===== src/rtl/fetch_stage.sv =====
// fetch_stage: instruction-fetch stage of a five-stage MIPS pipeline.
// Owns the program counter and drives the instruction SRAM request port.
// A one-entry redirect buffer captures a branch resolved while IF is stalled
// so it is applied on the first unstalled edge.
// Optional feature macro: FETCH_ADEL_EN (misaligned-fetch flag and SRAM
// request suppression). Default build leaves it out.
module fetch_stage #(
  parameter logic [31:0] RESET_PC = 32'hBFC0_0000,
  parameter int          STALL_W  = 6
) (
  input  logic               clk,
  input  logic               rst,
  input  logic [STALL_W-1:0] stall,
  input  logic [32:0]        br_bus,
  output logic [32:0]        if_to_id_bus,
  output logic               inst_sram_en,
  output logic [3:0]         inst_sram_wen,
  output logic [31:0]        inst_sram_addr,
  output logic [31:0]        inst_sram_wdata
`ifdef FETCH_ADEL_EN
  ,
  output logic               fetch_adel
`endif
);

  typedef enum logic {
    RB_EMPTY = 1'b0,
    RB_FULL  = 1'b1
  } rb_state_e;

  logic        br_e;
  logic [31:0] br_addr;
  logic        if_stop;
  logic [31:0] next_pc;

  logic [31:0] pc_q, pc_d;
  logic        ce_q, ce_d;
  rb_state_e   rb_state_q, rb_state_d;
  logic [31:0] rb_addr_q, rb_addr_d;

  // Only bit 0 of the stall vector concerns IF; the rest belong to later stages.
  logic stall_unused;
  assign stall_unused = ^stall;

  assign br_e    = br_bus[32];
  assign br_addr = br_bus[31:0];
  assign if_stop = stall[0];

  // Next-PC select: live redirect beats buffered redirect beats sequential.
  always_comb begin
    next_pc = pc_q + 32'd4;
    if (br_e) begin
      next_pc = br_addr;
    end else if (rb_state_q == RB_FULL) begin
      next_pc = rb_addr_q;
    end
  end

  // Next-state logic for PC, fetch enable and the redirect buffer FSM.
  always_comb begin
    pc_d       = pc_q;
    ce_d       = ce_q;
    rb_state_d = rb_state_q;
    rb_addr_d  = rb_addr_q;
    if (!if_stop) begin
      // Any buffered redirect is consumed (or overridden) by this advance.
      pc_d       = next_pc;
      ce_d       = 1'b1;
      rb_state_d = RB_EMPTY;
    end else begin
      case (rb_state_q)
        RB_EMPTY: begin
          if (br_e) begin
            rb_state_d = RB_FULL;
            rb_addr_d  = br_addr;
          end
        end
        RB_FULL: begin
          // A newer redirect replaces the older one still waiting.
          if (br_e) begin
            rb_addr_d = br_addr;
          end
        end
        default: rb_state_d = RB_EMPTY;
      endcase
    end
  end

  // State registers; reset parks PC one word before the boot vector.
  always_ff @(posedge clk or posedge rst) begin
    if (rst) begin
      pc_q       <= RESET_PC - 32'd4;
      ce_q       <= 1'b0;
      rb_state_q <= RB_EMPTY;
      rb_addr_q  <= 32'd0;
    end else begin
      pc_q       <= pc_d;
      ce_q       <= ce_d;
      rb_state_q <= rb_state_d;
      rb_addr_q  <= rb_addr_d;
    end
  end

  assign if_to_id_bus    = {ce_q, pc_q};
  assign inst_sram_addr  = pc_q;
  assign inst_sram_wen   = 4'b0000;
  assign inst_sram_wdata = 32'd0;

`ifdef FETCH_ADEL_EN
  // A misaligned fetch is flagged downstream and never reaches the SRAM.
  assign fetch_adel   = ce_q & (pc_q[1:0] != 2'b00);
  assign inst_sram_en = ce_q & ~fetch_adel;
`else
  assign inst_sram_en = ce_q;
`endif

endmodule


===== config.mk =====
export PLATFORM = sky130hd
export DESIGN_NAME = fetch_stage
export DESIGN_NICKNAME = d
export VERILOG_FILES = /design/src/rtl/fetch_stage.sv
export SDC_FILE = /design/constraint.sdc
export NUM_CORES = 1
export LEC_CHECK = 0
export BUFFER_PORTS_ARGS = -buffer_cell sky130_fd_sc_hd__buf_2
export CORE_MARGIN = 2
export CORE_UTILIZATION = 55
export DETAILED_ROUTE_END_ITERATION = 10
export GPL_TIMING_DRIVEN = 1
export PLACE_DENSITY = 0.95
export SYNTH_ARGS = -nofsm -noshare
export SYNTH_HDL_FRONTEND = slang
export SYNTH_SLANG_ARGS = --single-unit

===== constraint.sdc =====
create_clock -name clk -period 3.7 [get_ports clk]
set_input_delay 0.185 -clock clk [delete_from_list [all_inputs] [get_ports clk]]
set_output_delay 0.185 -clock clk [all_outputs]
set_load 0.02 [all_outputs]

Word level (Yosys, flattened, before mapping)
Cells that the tools add are included.
W data, S select, Z words.
Operators by class
  $add $sub $neg: 1
  muxes and demuxes: 6
  reduce and logical (&&, ||, !) cells: 1
Operator list (count)
  $mux W32: 3
  $add A32 B3 Y32 const B: 1
  $mux W1: 3
  $reduce_and A2 Y1: 1
Storage, ports and cells
  logic and storage cells: 12
  flip-flop bits (word level): 66

Depth between registers and ports, before layout
Gate-level depths: netlist (run 1).
  depth after elaboration: 3
  gate-level depth with buffers: 8

Worst setup path before layout (run 1)
No wires, ideal clock.
  path kind: register to register
  start: register pc_q[9] (netlist: inst_sram_addr[9])
  end: register pc_q[23] (netlist: inst_sram_addr[23])
  stages on the path, launching flop included: 7
  path slack: 1360 ps
  arrival: 2280 ps
  path buffers: 1
  cell sequence: dfstp_2 -> buf_2 -> nand4_2 -> or4_4 -> or4_1 -> a221oi_2 -> a211o_1
On the way
  longest elaborated chain between the ends: 3
RTL lines
  from (decl): RTL line 36  | logic [31:0] pc_q, pc_d;
  from (signal assigned): RTL line 92  | pc_q <= RESET_PC - 32'd4;
  from (signal assigned): RTL line 97  | pc_q <= pc_d;
  $add A32 B3 Y32: RTL line 51  | next_pc = pc_q + 32'd4;
  $mux W32: RTL line 54  | end else if (rb_state_q == RB_FULL) begin
  $mux W32: RTL line 52  | if (br_e) begin
No other way between the ends.
A chain may end at the register's enable or synchronous reset.

Worst setup path in the final report (run 1)
  start: register pc_q[2] (netlist: inst_sram_addr[2])
  end: register pc_q[26] (netlist: inst_sram_addr[26])
The elaborated chain is that of the path after synthesis.

==> results list, run 1 <==
* Fillers: 615
- Average wire per standard cell: 16.2 µm
- Synthesis produced a netlist whose cell count is 454.
- Once placement finished, the instance area stood at 4380 µm².
- Biggest area contributors in the synthesized netlist: sky130_fd_sc_hd__dfrtp_1 (23%), sky130_fd_sc_hd__dfstp_2 (18%), sky130_fd_sc_hd__buf_4 (12%)
- Port buffering added 101 buffers.
- Slack of the worst reg-to-reg path: 1.08 ns
- Area growth syn-to-layout: 8.87%
- First-pass GRT wire length: 16,100 µm
- Clock latency at the later pin of the worst-skew pair: 0.35 ns
* Pwr dens: 479 nW/µm²
- Based on the critical path, the design can be clocked at up to 382 MHz.
* Number of core rows: 31
- Area inside the core boundary: 7330 µm²
- Once detail routing completed, the nets flagged for antenna violations numbered 0.
* Critical path fanouts, max: 8
- Minimum clock period: 2.62 ns
- The tightest min-delay check is of the primary input to async pin type.
* Detailed Place HPWL: ~6700 µm
- STA classifies the critical path startpoint as a register.
- Entering global routing, the biggest net connects 43 pins.
* Number of global-route vias before repair: between 3,000 and 4,000
- Number of sinks on the clock net: 66
* Non-filler cells in the finished layout: 615
- The clock passes through at most 2 buffers.
- The worst register-to-register path has a depth of 6.
* Die Area: about 8400 µm²
- Number of antenna violations at the first check in global routing: 0
- After layout, the worst path uses 70.8% of the clock period.
* Leakage power summed over all cells: 2.08 nW
* TritonCTS clock tree: done
- Using the TritonRoute via totals, the vias-per-cell ratio works out to ~5.8.
* Outcome: finished, final reports clean
* Finished Cell Area: 4580 µm²
- Leaving out fill and tap cells, the most frequent cells in the layout are sky130_fd_sc_hd__buf_2 (101), sky130_fd_sc_hd__dfrtp_1 (38), sky130_fd_sc_hd__conb_1 (36), sky130_fd_sc_hd__nand2_1 (34), sky130_fd_sc_hd__a21oi_1 (32).
* Synth Cell Area: around 4200 µm²
- At the end of routability-driven placement, the weighted congestion stood at 0.840.
- After clock tree synthesis, the clock-pin slew on the worst setup and hold paths is 0.07 ns.
- The first detailed-routing pass ran for 5 iterations.
- A synthesized cell averages 9.26 µm².
* Final Hold Vio Count: 0
- Worst vdd ir: 0.000211 V
- Dpl cells: 599
* Tot GR Track Use: 23.8%
- Post-CTS timing repair inserted 0 buffers for setup.
- Uppermost signal routing layer after detailed routing: met4
- For this run, the share of the core covered by cells in the final layout is 62.4%.
- Layout cell share with drive strength beyond 1: ~37%
- Initial core utilization: 57.3%
- In this run, the number of DRC markers left after iteration 0 of detailed routing was around 280.
- Across the routed clock network, the largest skew measured is between 0.01 and 0.015 ns.
- The worst setup path is captured at a register.
- Yosys mapped a number of flops with a built-in enable equal to 0.
- In the routed design, unresolved DRC markers number 0.
- Wire segments on met2 add up to 4760 µm in the final route.
- Die boundary height: 91.4 µm
* Area leader, netlist: sky130_fd_sc_hd__dfrtp_1
* Number of H-tree branching levels: 3
- Synthesis instantiated 54 different standard cells from the library.
- Hold timing on the final database bottoms out at a slack of 0.0129 ns.
- Unrepaired setup endpoints after global routing: false
* Overall Power: between 2 and 2.5 mW
* Arrival time at the worst endpoint: ~2.9 ns
- Primary flip-flop cell chosen by synthesis mapping: sky130_fd_sc_hd__dfrtp_1
* Max-cap check violation count: 0
- 143 I/O pins were placed.
* Total via count in the routed design: approximately 3,600
- The number of pins exceeding their max-slew limit in the final report was 0.
- Worst slack at placement: 1.09 ns
- CTS Buf Count: 9
- After global routing the overflow that remains totals 0.
- In the post-route analysis, the smallest setup slack over all paths is about 1.1 ns.
- The top cell type by area accounts for between 20 and 25% of the synthesized area.
* # resized after CTS: 0
- Most common library cell in the layout ignoring fill and taps: sky130_fd_sc_hd__buf_2
- CP Data Required Time: roughly 4 ns
* Final total negative setup slack: 0 ns
- The critical path is of the register to register type.
- Transition time at the pin with the least slew margin: 0.887 ns
- End of the worst register-to-register path: inst_sram_addr[26]
- Synthesis warning total: 0
- Layout Nets: 553
* Routed length on met3: ~810 µm
- Proportion of register bits with asynchronous set or reset after synthesis: 100%
- Synthesis inferred 66 register bits.
* Met1 WL: 4210 µm
- Launch point of the worst reg-to-reg path: inst_sram_addr[2]
- Final routed wirelength across all metal layers: 9960 µm
* Clock root cell: sky130_fd_sc_hd__clkbuf_8
* Antenna Cells: 0
- Portion of the post-synthesis area used by sequential elements: between 40% and 50%
* Max-Slew Margin vs Limit: 40.3%
- Setup violations remaining at the end of the flow were counted as 0.
* X dimension of the die: 91.4 µm
- Number of hold-repair buffers added at the cts stage: 0
-- final cells by class --
cell class	instances	area (µm²)	share of cell area, %
Sequential cell	66	1690	36.9
Inverter	6	22.5	0.492
Multi-Input combinational cell	322	2010	43.9
Tap cell	99	124	2.71
Timing Repair Buffer	106	543	11.9
Clock inverter	2	10.0	0.219
Clock buffer	14	183	3.99
-- worst max-delay path: stages, from the launching register on --
cell and delay (ns):
sky130_fd_sc_hd__dfstp_2 0.60, sky130_fd_sc_hd__ha_1 0.21, sky130_fd_sc_hd__nand3_1 0.23, sky130_fd_sc_hd__nor4_2 0.73
sky130_fd_sc_hd__and3_1 0.35, sky130_fd_sc_hd__o21ai_0 0.10, sky130_fd_sc_hd__a221o_1 0.33
-- power breakdown --
| group | switching, mW | total (mW) | internal (mW) |
|---|---|---|---|
| registers | 0.133 | 1.00 | 0.868 |
| logic | 0.376 | 0.605 | 0.229 |
| clock network | 0.271 | 0.585 | 0.315 |
| total | 0.779 | 2.19 | 1.41 |
-- routing by layer --
metal  vias to the layer above  GRT usage (%)
li1                       1628              -
met1                      1740           30.9
met2                       179           39.0
met3                        21           5.56
met4                         0           8.21
met5                         -              0
-- how the worst max path moves through the flow --
stage                         endpoint  depth (start not counted)              start
floorplan           inst_sram_addr[23]                          6  inst_sram_addr[9]
global placement    inst_sram_addr[26]                          6  inst_sram_addr[2]
detailed placement  inst_sram_addr[26]                          6  inst_sram_addr[2]
CTS                 inst_sram_addr[26]                          6  inst_sram_addr[2]
global route        inst_sram_addr[26]                          6  inst_sram_addr[2]
finish              inst_sram_addr[26]                          6  inst_sram_addr[2]
-- cell usage after synthesis (all sizes together), types with 6 or more instances --
cell type and count:
a21oi 32, and3 15, buf 72, clkbuf 23, dfrtp 38, dfstp 28
mux2 31, nand2 34, nand3 14, nand4 10, nor2 29, nor3 8
o21ai 31, xnor2 6, xor2 8
-- cell families (layout without fill, tap and decap cells) --
family          Yosys count  in the layout  synth area share [%]
compound gates          105            105                  15.7
buf+inv                 101            128                  15.2
other cells               1             36                0.0892
fa+ha+maj                 1              1                 0.298
mux                      36             36                  9.50
xor+xnor                 14             14                  2.92
simple gates            130            130                  16.1
flops                    66             66                  40.1
-- flip-flops by register name, summed over array words and instances, names as in the netlist --
name / cells
inst_sram_addr: 32
inst_sram_en: 1
rb_addr_q: 32
rb_state_q: 1
(Power assumes the default switching activity.)
==> run 2, diff against run 1 <==
- CORE_UTILIZATION: 55 -> 46
- PLACE_DENSITY: 0.95 -> 0.86
- clock period: 3.7 -> 2.3 ns (I/O delays scaled with it)
==> run 2 against run 1 <==
Cell count increased by 6.2%. Clock-buffer cell count shrank 1. Design area up 5.3%. Clock power up 66%. Total power rose by 66%. Critical path depth fell by 1. Worst setup slack worse by 1.0 ns. Sequential share of layout area is 1.8 points lower. Combinational power up 80%. Wire length is 11% higher. Utilization is 7.7 points lower. Die area increased by 19%.
==> results list, run 2 (synthesis results as in run 1) <==
* Worst vdd ir: 0.000297 V (+40%)
- The critical path is of the register to register type.
- The starting density of the core came to 47.7% (-9.6 points).
- Number of H-tree branching levels: 3 (unchanged)
* Type of the tightest min-delay check: primary input to register
* Origin of the worst setup path: inst_sram_addr[13]
- The largest driver fanout on the critical path came to 4 (-4).
* Minimum clock period: 2.22 ns (-0.399 ns)
* Finished Cell Area: 4820 µm² (+5.3%)
- The starting DRC count in detailed routing was 262 (-6.1%).
* Overall Power: 3.63 mW (+66%)
* Number of core rows: 34 (+9.7%)
- Launch point of the worst reg-to-reg path: inst_sram_addr[13]
* Antenna Cells: 0 (unchanged)
- Layout Nets: 582 (+5.2%)
- The post-detailed-route DRC marker count was 0 (unchanged).
- Maximum number of pins on one net before global-route repair: 43 (unchanged)
* Hold Slack: 0.0120 ns (-0.000885 ns)
- The vertical extent of the die was 99.6 µm (+8.9%).
* Clock slew at the register clock pins of the worst setup and hold paths: 0.08 ns (about the same)
- The number of pins exceeding their max-slew limit in the final report was 0 (unchanged).
- TritonCTS built the clock tree.
* Slack of the worst reg-to-reg path: 0.08 ns (-1.00 ns)
- Kind of cell adding the most delay to the critical path: simple AND/OR/NAND/NOR gates
* Antenna violation net count after detailed routing: 0 (unchanged)
- The I/O pin count is 143 (unchanged).
- The post-detailed-placement cell area was 4560 µm² (+4.0%).
* X dimension of the die: 99.6 µm (+8.9%)
- First-pass detailed-route iteration total: 6 (+1)
- The critical path ends at inst_sram_addr[23].
- Final total negative setup slack: 0 ns (unchanged)
* Area inside the core boundary: 8810 µm² (+20%)
* Tot GR Track Use: 22.3% (-1.5 points)
- The per-cell routed wire length was 16.9 µm (+4.3%).
- Outcome: finished, final reports clean
* Number of antenna violations at the first check in global routing: 0 (unchanged)
- The overall routed net length came to 11,000 µm (+11%).
- The startpoint identified for the worst hold timing path is br_bus[3].
- The detailed-placement wirelength estimate came to 7710 µm (+15%).
- On the critical path, the stage with the largest delay is an instance of sky130_fd_sc_hd__or4_4.
- The layout cell share with drive strength beyond 1 was 38.5% (+1.9 points).
* Met1 WL: 4650 µm (+11%)
- In the layout the commonest cells are sky130_fd_sc_hd__buf_2 (101), sky130_fd_sc_hd__dfrtp_1 (38), sky130_fd_sc_hd__conb_1 (36), sky130_fd_sc_hd__nand2_1 (34), sky130_fd_sc_hd__a21oi_1 (32).
* Clock root cell: sky130_fd_sc_hd__clkbuf_8
* Number of sinks on the clock net: 66 (unchanged)
- The signal on the critical path passes through nand4_4 -> or4_4 -> or4_1 -> a221oi_2 -> a211o_1.
* Uppermost signal routing layer after detailed routing: met4
- Total via count in the routed design: 3,723 (+4.3%)
- The total clock buffers created by CTS is 9 (unchanged).
- First-pass GRT wire length: 17,500 µm (+8.5%)
- Detail Route met2 WL: 5330 µm (+12%)
- Leakage power summed over all cells: 2.21 nW (+6.3%)
- Timing-limited maximum frequency: 450 MHz (+18%)
- The delay contributed by the slowest stage of the critical path was 0.58 ns (-0.15 ns).
- The number of cells on the critical path came to 5 (-1).
* Unrepaired setup endpoints after global routing: false
- Max-Slew Margin vs Limit: 59.2% (+19 points)
- Buffer and inverter count on the worst path: 0 (unchanged)
- Final estimated routing congestion in global placement: 0.856 (+1.9%)
- Most common library cell in the layout ignoring fill and taps: sky130_fd_sc_hd__buf_2
* Clock Skew: 0.0108 ns (+0.000781 ns)
- Final Hold Vio Count: 0 (unchanged)
- Routed length on met3: 704 µm (-13%)
- Via-to-Cell Ratio: 5.70 (-1.7%)
* Post-route fraction of the period consumed by the critical path: 96.6% (+26 points)
* Final number of setup-violating endpoints: 0 (unchanged)
- The worst setup path is launched from a register.
* Pwr dens: 754 nW/µm² (+57%)
- End of the worst register-to-register path: inst_sram_addr[23]
* Number of cells on the worst reg-to-reg path: 5 (-1)
- The worst setup path is captured at a register.
* CP Data Required Time: 2.59 ns (-1.38 ns)
- The floorplan die area is 9920 µm² (+19%).
- The transition at the pin with the smallest max-transition slack was 0.612 ns (-0.276 ns).
- Count of buffers inserted at the top-level ports: 101 (unchanged)
* Area growth syn-to-layout: 14.6%
- Number of global-route vias before repair: 3,520 (+3.5%)
- Buffer depth of the longest clock path: 2 (unchanged)
- The clock insertion delay at the later pin of the skew report is 0.35 ns (about the same).
- Arrival time at the worst endpoint: 2.52 ns (-0.37 ns)
- Max-cap check violation count: 0 (unchanged)
- The residual overflow from global routing was 0 (unchanged).
[run 2: area by class of cell]
type | count | area, µm²
clock buffer | 13 | 149
sequential | 66 | 1690
fill | 770 | 3990
tap | 108 | 135
multi-input combinational | 322 | 2010
timing repair buffer | 135 | 776
clock inverter | 3 | 40.0
inverter | 6 | 22.5
[run 2: how the worst min path moves through the flow]
| stage | end | cells past startpoint | slack (ns) |
|---|---|---|---|
| after floorplan | inst_sram_addr[9] | 2 | 0.21 |
| after global routing | rb_addr_q[5] | 2 | 0.02 |
| after CTS | rb_addr_q[3] | 2 | 0.003 |
| final | rb_addr_q[3] | 2 | 0.01 |
| after global placement | rb_addr_q[2] | 2 | 0.16 |
| after detailed placement | rb_addr_q[4] | 2 | 0.16 |
[run 2: timing repair]
action	in CTS	in global routing
setup buffers	0	1
endpoints found under the hold margin	15	0
gates resized for setup	0	0
endpoints found under the setup margin	0	1
hold buffers	6	0
[run 2: where the power goes]
part | total, mW | leakage [nW] | internal (mW) | switching (mW)
clock | 0.969 | 0.0974 | 0.528 | 0.441
sequential | 1.57 | 0.736 | 1.39 | 0.177
combinational | 1.09 | 1.38 | 0.420 | 0.671
[run 2: per-stage QoR]
stage	std cells	utilization [%]	setup slack, ns
2_1_floorplan	489	-	0.00151
3_3_place_gp	630	51.8	0.155
3_5_place_dp	630	51.8	0.0764
4_1_cts	652	54.6	0.0541
5_1_grt	653	54.7	0.000151
6_report	653	54.7	0.0785
[run 2: per-layer routing]
metal  vias to the layer above  GRT usage [%]
met4                         0           11.3
met2                       178           36.0
met3                        34           4.43
li1                       1690              -
met5                         -              0
met1                      1821           28.7
==> run 3, diff against run 2 <==
- CELL_PAD_IN_SITES_DETAIL_PLACEMENT: default -> 0
- CELL_PAD_IN_SITES_GLOBAL_PLACEMENT: default -> 1
- CORE_UTILIZATION: 46 -> 34
==> run 3 against run 2 <==
Design area rose by 4.3%. Maximum frequency about the same. Worst hold slack improved by 0.0090 ns. Flip-flop and latch count did not move. Wire length rose by 1.5%. First-iteration DRC count is 21% lower. Die area up 34%. Clock skew is 0.0032 ns lower. Critical path depth is the same. Utilization decreased by 13 points. Largest cell class unchanged.
==> results list, run 3 (synthesis results as in run 1) <==
- The signal on the critical path passes through nand4_4 -> or4_4 -> or4_1 -> a221oi_2 -> a211o_1.
- The remaining max-slew budget at the tightest pin was 54.0% (-5.2 points).
- Fraction of met1 tracks used by global routing: 22.6% (-6.1 points)
- The maximum clock skew at final layout was 0.00760 ns (-0.00321 ns).
- CP max stage delay: 0.59 ns (about the same)
* Initial core utilization: 34.8% (-13 points)
* Total internal power: 2.93 mW (+25%)
* Combinational fraction of design power: 25.6% (-4.4 points)
- First-pass GRT wire length: 17,700 µm (+0.95%)
* Outcome: finished, final reports clean
- The transition at the pin with the smallest max-transition slack came to 0.690 ns (+0.0783 ns).
- Worst Hold Endpoint: inst_sram_addr[9]
- Top-level port count: 143 (unchanged)
- The clock insertion delay at the later pin of the skew report was 0.33 ns (-0.02 ns).
- End of the worst register-to-register path: inst_sram_addr[23]
- In this run the most used layer during global routing was met2.
- Unrepaired setup endpoints after global routing: false
- Leakage power summed over all cells: 2.28 nW (+3.0%)
- The buffer and inverter count on the worst path is 0 (unchanged).
- Tot GR Track Use: 17.2% (-5.2 points)
- X dimension of the die: 115 µm (+16%)
* Antenna Cells: 0 (unchanged)
* Kind of cell adding the most delay to the critical path: simple AND/OR/NAND/NOR gates
- DRC viols: 0 (unchanged)
* Met3 Track Usage GR: 4.74% (+0.32 points)
* Launch point of the worst reg-to-reg path: inst_sram_addr[16]
* Hold Slack: 0.0210 ns (+0.00902 ns)
- Sum of overflow across all layers after global routing: 0 (unchanged)
* Area inside the core boundary: 12,100 µm² (+37%)
- The cell sitting at the root of the clock tree is a sky130_fd_sc_hd__clkbuf_16.
- First-pass detailed-route iteration total: 5 (-1)
* Final routed wirelength across all metal layers: 11,200 µm (+1.5%)
- Die Area: 13,300 µm² (+34%)
* Critical Path Sink Type: register
- Number of stages on the worst hold path: 3 (+1)
- The maximum number of buffers from clock root to sink came to 2 (unchanged).
* Final number of setup-violating endpoints: 0 (unchanged)
- The number of nets in the layout is 578 (-0.69%).
* Worst Min Path Start: br_bus[9]
- Slowest library cell on the worst path: sky130_fd_sc_hd__dfstp_2
* Part of the total power dissipated in the clock network: 37.7% (+11 points)
* Number of cells on the worst reg-to-reg path: 5 (unchanged)
* Die boundary height: 115 µm (+16%)
* Number of H-tree branching levels: 3 (unchanged)
* Via-to-Cell Ratio: 5.09 (-11%)
* Type of the tightest min-delay check: primary input to register
* Layout cell share with drive strength beyond 1: 39.6% (+1.0 points)
* Average wire per standard cell: 15.8 µm (-6.5%)
* Antenna violation net count after detailed routing: 0 (unchanged)
- The critical path is of the register to register type.
- CP Data Required Time: 2.57 ns (-0.02 ns)
* Maximum number of pins on one net before global-route repair: 67 (+56%)
- The max-capacitance violation count came to 0 (unchanged).
- Most common library cell in the layout ignoring fill and taps: sky130_fd_sc_hd__buf_2
- The switching power total is 1.34 mW (+3.8%).
- The net switching share of the total power was 31.3% (-4.2 points).
- Count of buffers inserted at the top-level ports: 101 (unchanged)
- TritonCTS clock tree: done
* Register share of total power: 36.7% (-6.6 points)
- Commonest non-fill, non-tap cells in the layout: sky130_fd_sc_hd__buf_2 (101), sky130_fd_sc_hd__dfrtp_1 (38), sky130_fd_sc_hd__conb_1 (36), sky130_fd_sc_hd__nand2_1 (34), sky130_fd_sc_hd__a21oi_1 (32)
* Final estimated routing congestion in global placement: 0.804 (-6.0%)
* Timing-limited maximum frequency: 450 MHz (about the same)
- The final critical delay including setup and external delays is 2.22 ns (+0.000180 ns).
* Number of sinks on the clock net: 66 (unchanged)
- Final Hold Vio Count: 0 (unchanged)
* Final total negative setup slack: 0 ns (unchanged)
- Number of core rows: 40 (+18%)
- The starting DRC count in detailed routing is 208 (-21%).
- Number of antenna violations at the first check in global routing: 1 (+1)
- The power density over the cells is 849 nW/µm² (+13%).
* Area growth syn-to-layout: 19.6%
- The clock edge transition at the registers on the reported setup and hold paths is 0.06 ns (-0.02 ns).
- Number of global-route vias before repair: 3,367 (-4.3%)
* CTS Buf Count: 9 (unchanged)
- The largest driver fanout on the critical path is 5 (+1).
- Arrival time at the worst endpoint: 2.49 ns (-0.03 ns)
- Detailed Place HPWL: 7830 µm (+1.6%)
- The worst setup slack for register-to-register paths was 0.08 ns (about the same).
- The detailed-route via count was 3,607 (-3.1%).
* Critical path startpoint category: register
* Post-route fraction of the period consumed by the critical path: 96.6% (about the same)
* Final count of pins violating max slew: 0 (unchanged)
- The maximum ir drop on the vdd rail is 0.000363 V (+22%).
- Fraction of met2 tracks used by global routing: 27.9% (-8.1 points)
==> run 3: changes by cell type in the layout (fill, tap and decap cells not counted) <==
cell	before	now
sky130_fd_sc_hd__bufinv_16	1	3
sky130_fd_sc_hd__clkbuf_1	3	0
sky130_fd_sc_hd__clkbuf_16	0	9
sky130_fd_sc_hd__clkbuf_8	10	2
sky130_fd_sc_hd__buf_12	0	1
sky130_fd_sc_hd__dlygate4sd3_1	6	1
==> run 3: repair_timing <==
item / CTS / global route
hold buffers: 1 / 0
setup buffers: 0 / 2
gates resized for setup: 0 / 0
setup endpoints to repair: 0 / 1
endpoints found under the hold margin: 38 / 0
==> run 3: through the flow <==
stage / setup slack (ns) / area, µm² / total power [mW] / cells / util, %
5_1_grt: 0.0183 / 5020 / 4.47 / 709 / 41.7
3_3_place_gp: 0.148 / 4650 / 2.63 / 690 / 38.5
3_5_place_dp: 0.0911 / 4650 / 2.67 / 690 / 38.5
6_report: 0.0784 / 5020 / 4.27 / 709 / 41.7
4_1_cts: 0.0726 / 5010 / 4.28 / 707 / 41.5
2_1_floorplan: 0.00151 / 4350 / 2.44 / 489 / -
==> run 3: how the worst max path moves through the flow <==
stage	slack, ns	from	endpoint	cells past startpoint
floorplan	0.002	inst_sram_addr[13]	inst_sram_addr[23]	6
global placement	0.15	inst_sram_addr[2]	inst_sram_addr[23]	5
detailed placement	0.09	inst_sram_addr[2]	inst_sram_addr[23]	5
CTS	0.07	inst_sram_addr[2]	inst_sram_addr[23]	5
global route	0.02	inst_sram_addr[16]	inst_sram_addr[23]	5
finish	0.08	inst_sram_addr[16]	inst_sram_addr[23]	5
==> run 3: tightest hold or removal path, delay by kind of cell <==
| family | cells | cell delay, ns |
|---|---|---|
| simple gates | 1 | 0.06 |
| buf+inv | 1 | 0.11 |
| compound gates | 1 | 0.06 |
==> run 3: cell type report <==
| type | instances | area, µm² |
|---|---|---|
| inverter | 6 | 22.5 |
| timing repair buffer | 131 | 746 |
| clock inverter | 5 | 100 |
| tap | 168 | 210 |
| multi-input combinational | 322 | 2010 |
| clock buffer | 11 | 253 |
| fill | 1199 | 7040 |
| sequential | 66 | 1690 |
==> run 3: layer usage <==
metal  up-vias  part of all wire [%]  wire length (µm)
met2       147                    48              5410
met5         -                 0.098                11
li1       1684                     -                 -
met3        13                   7.4               824
met4         2                   1.2               131
met1      1761                    43              4810
==> run 3: power by group through the flow <==
stage | Sequential [mW] | Combinational, mW | Clock [mW]
final | 1.57 | 1.09 | 1.61
after global routing | 1.60 | 1.19 | 1.68
after CTS | 1.57 | 1.09 | 1.62
after detailed placement | 1.59 | 1.08 | 0
after global placement | 1.57 | 1.07 | 0
after floorplan | 1.68 | 0.764 | 0
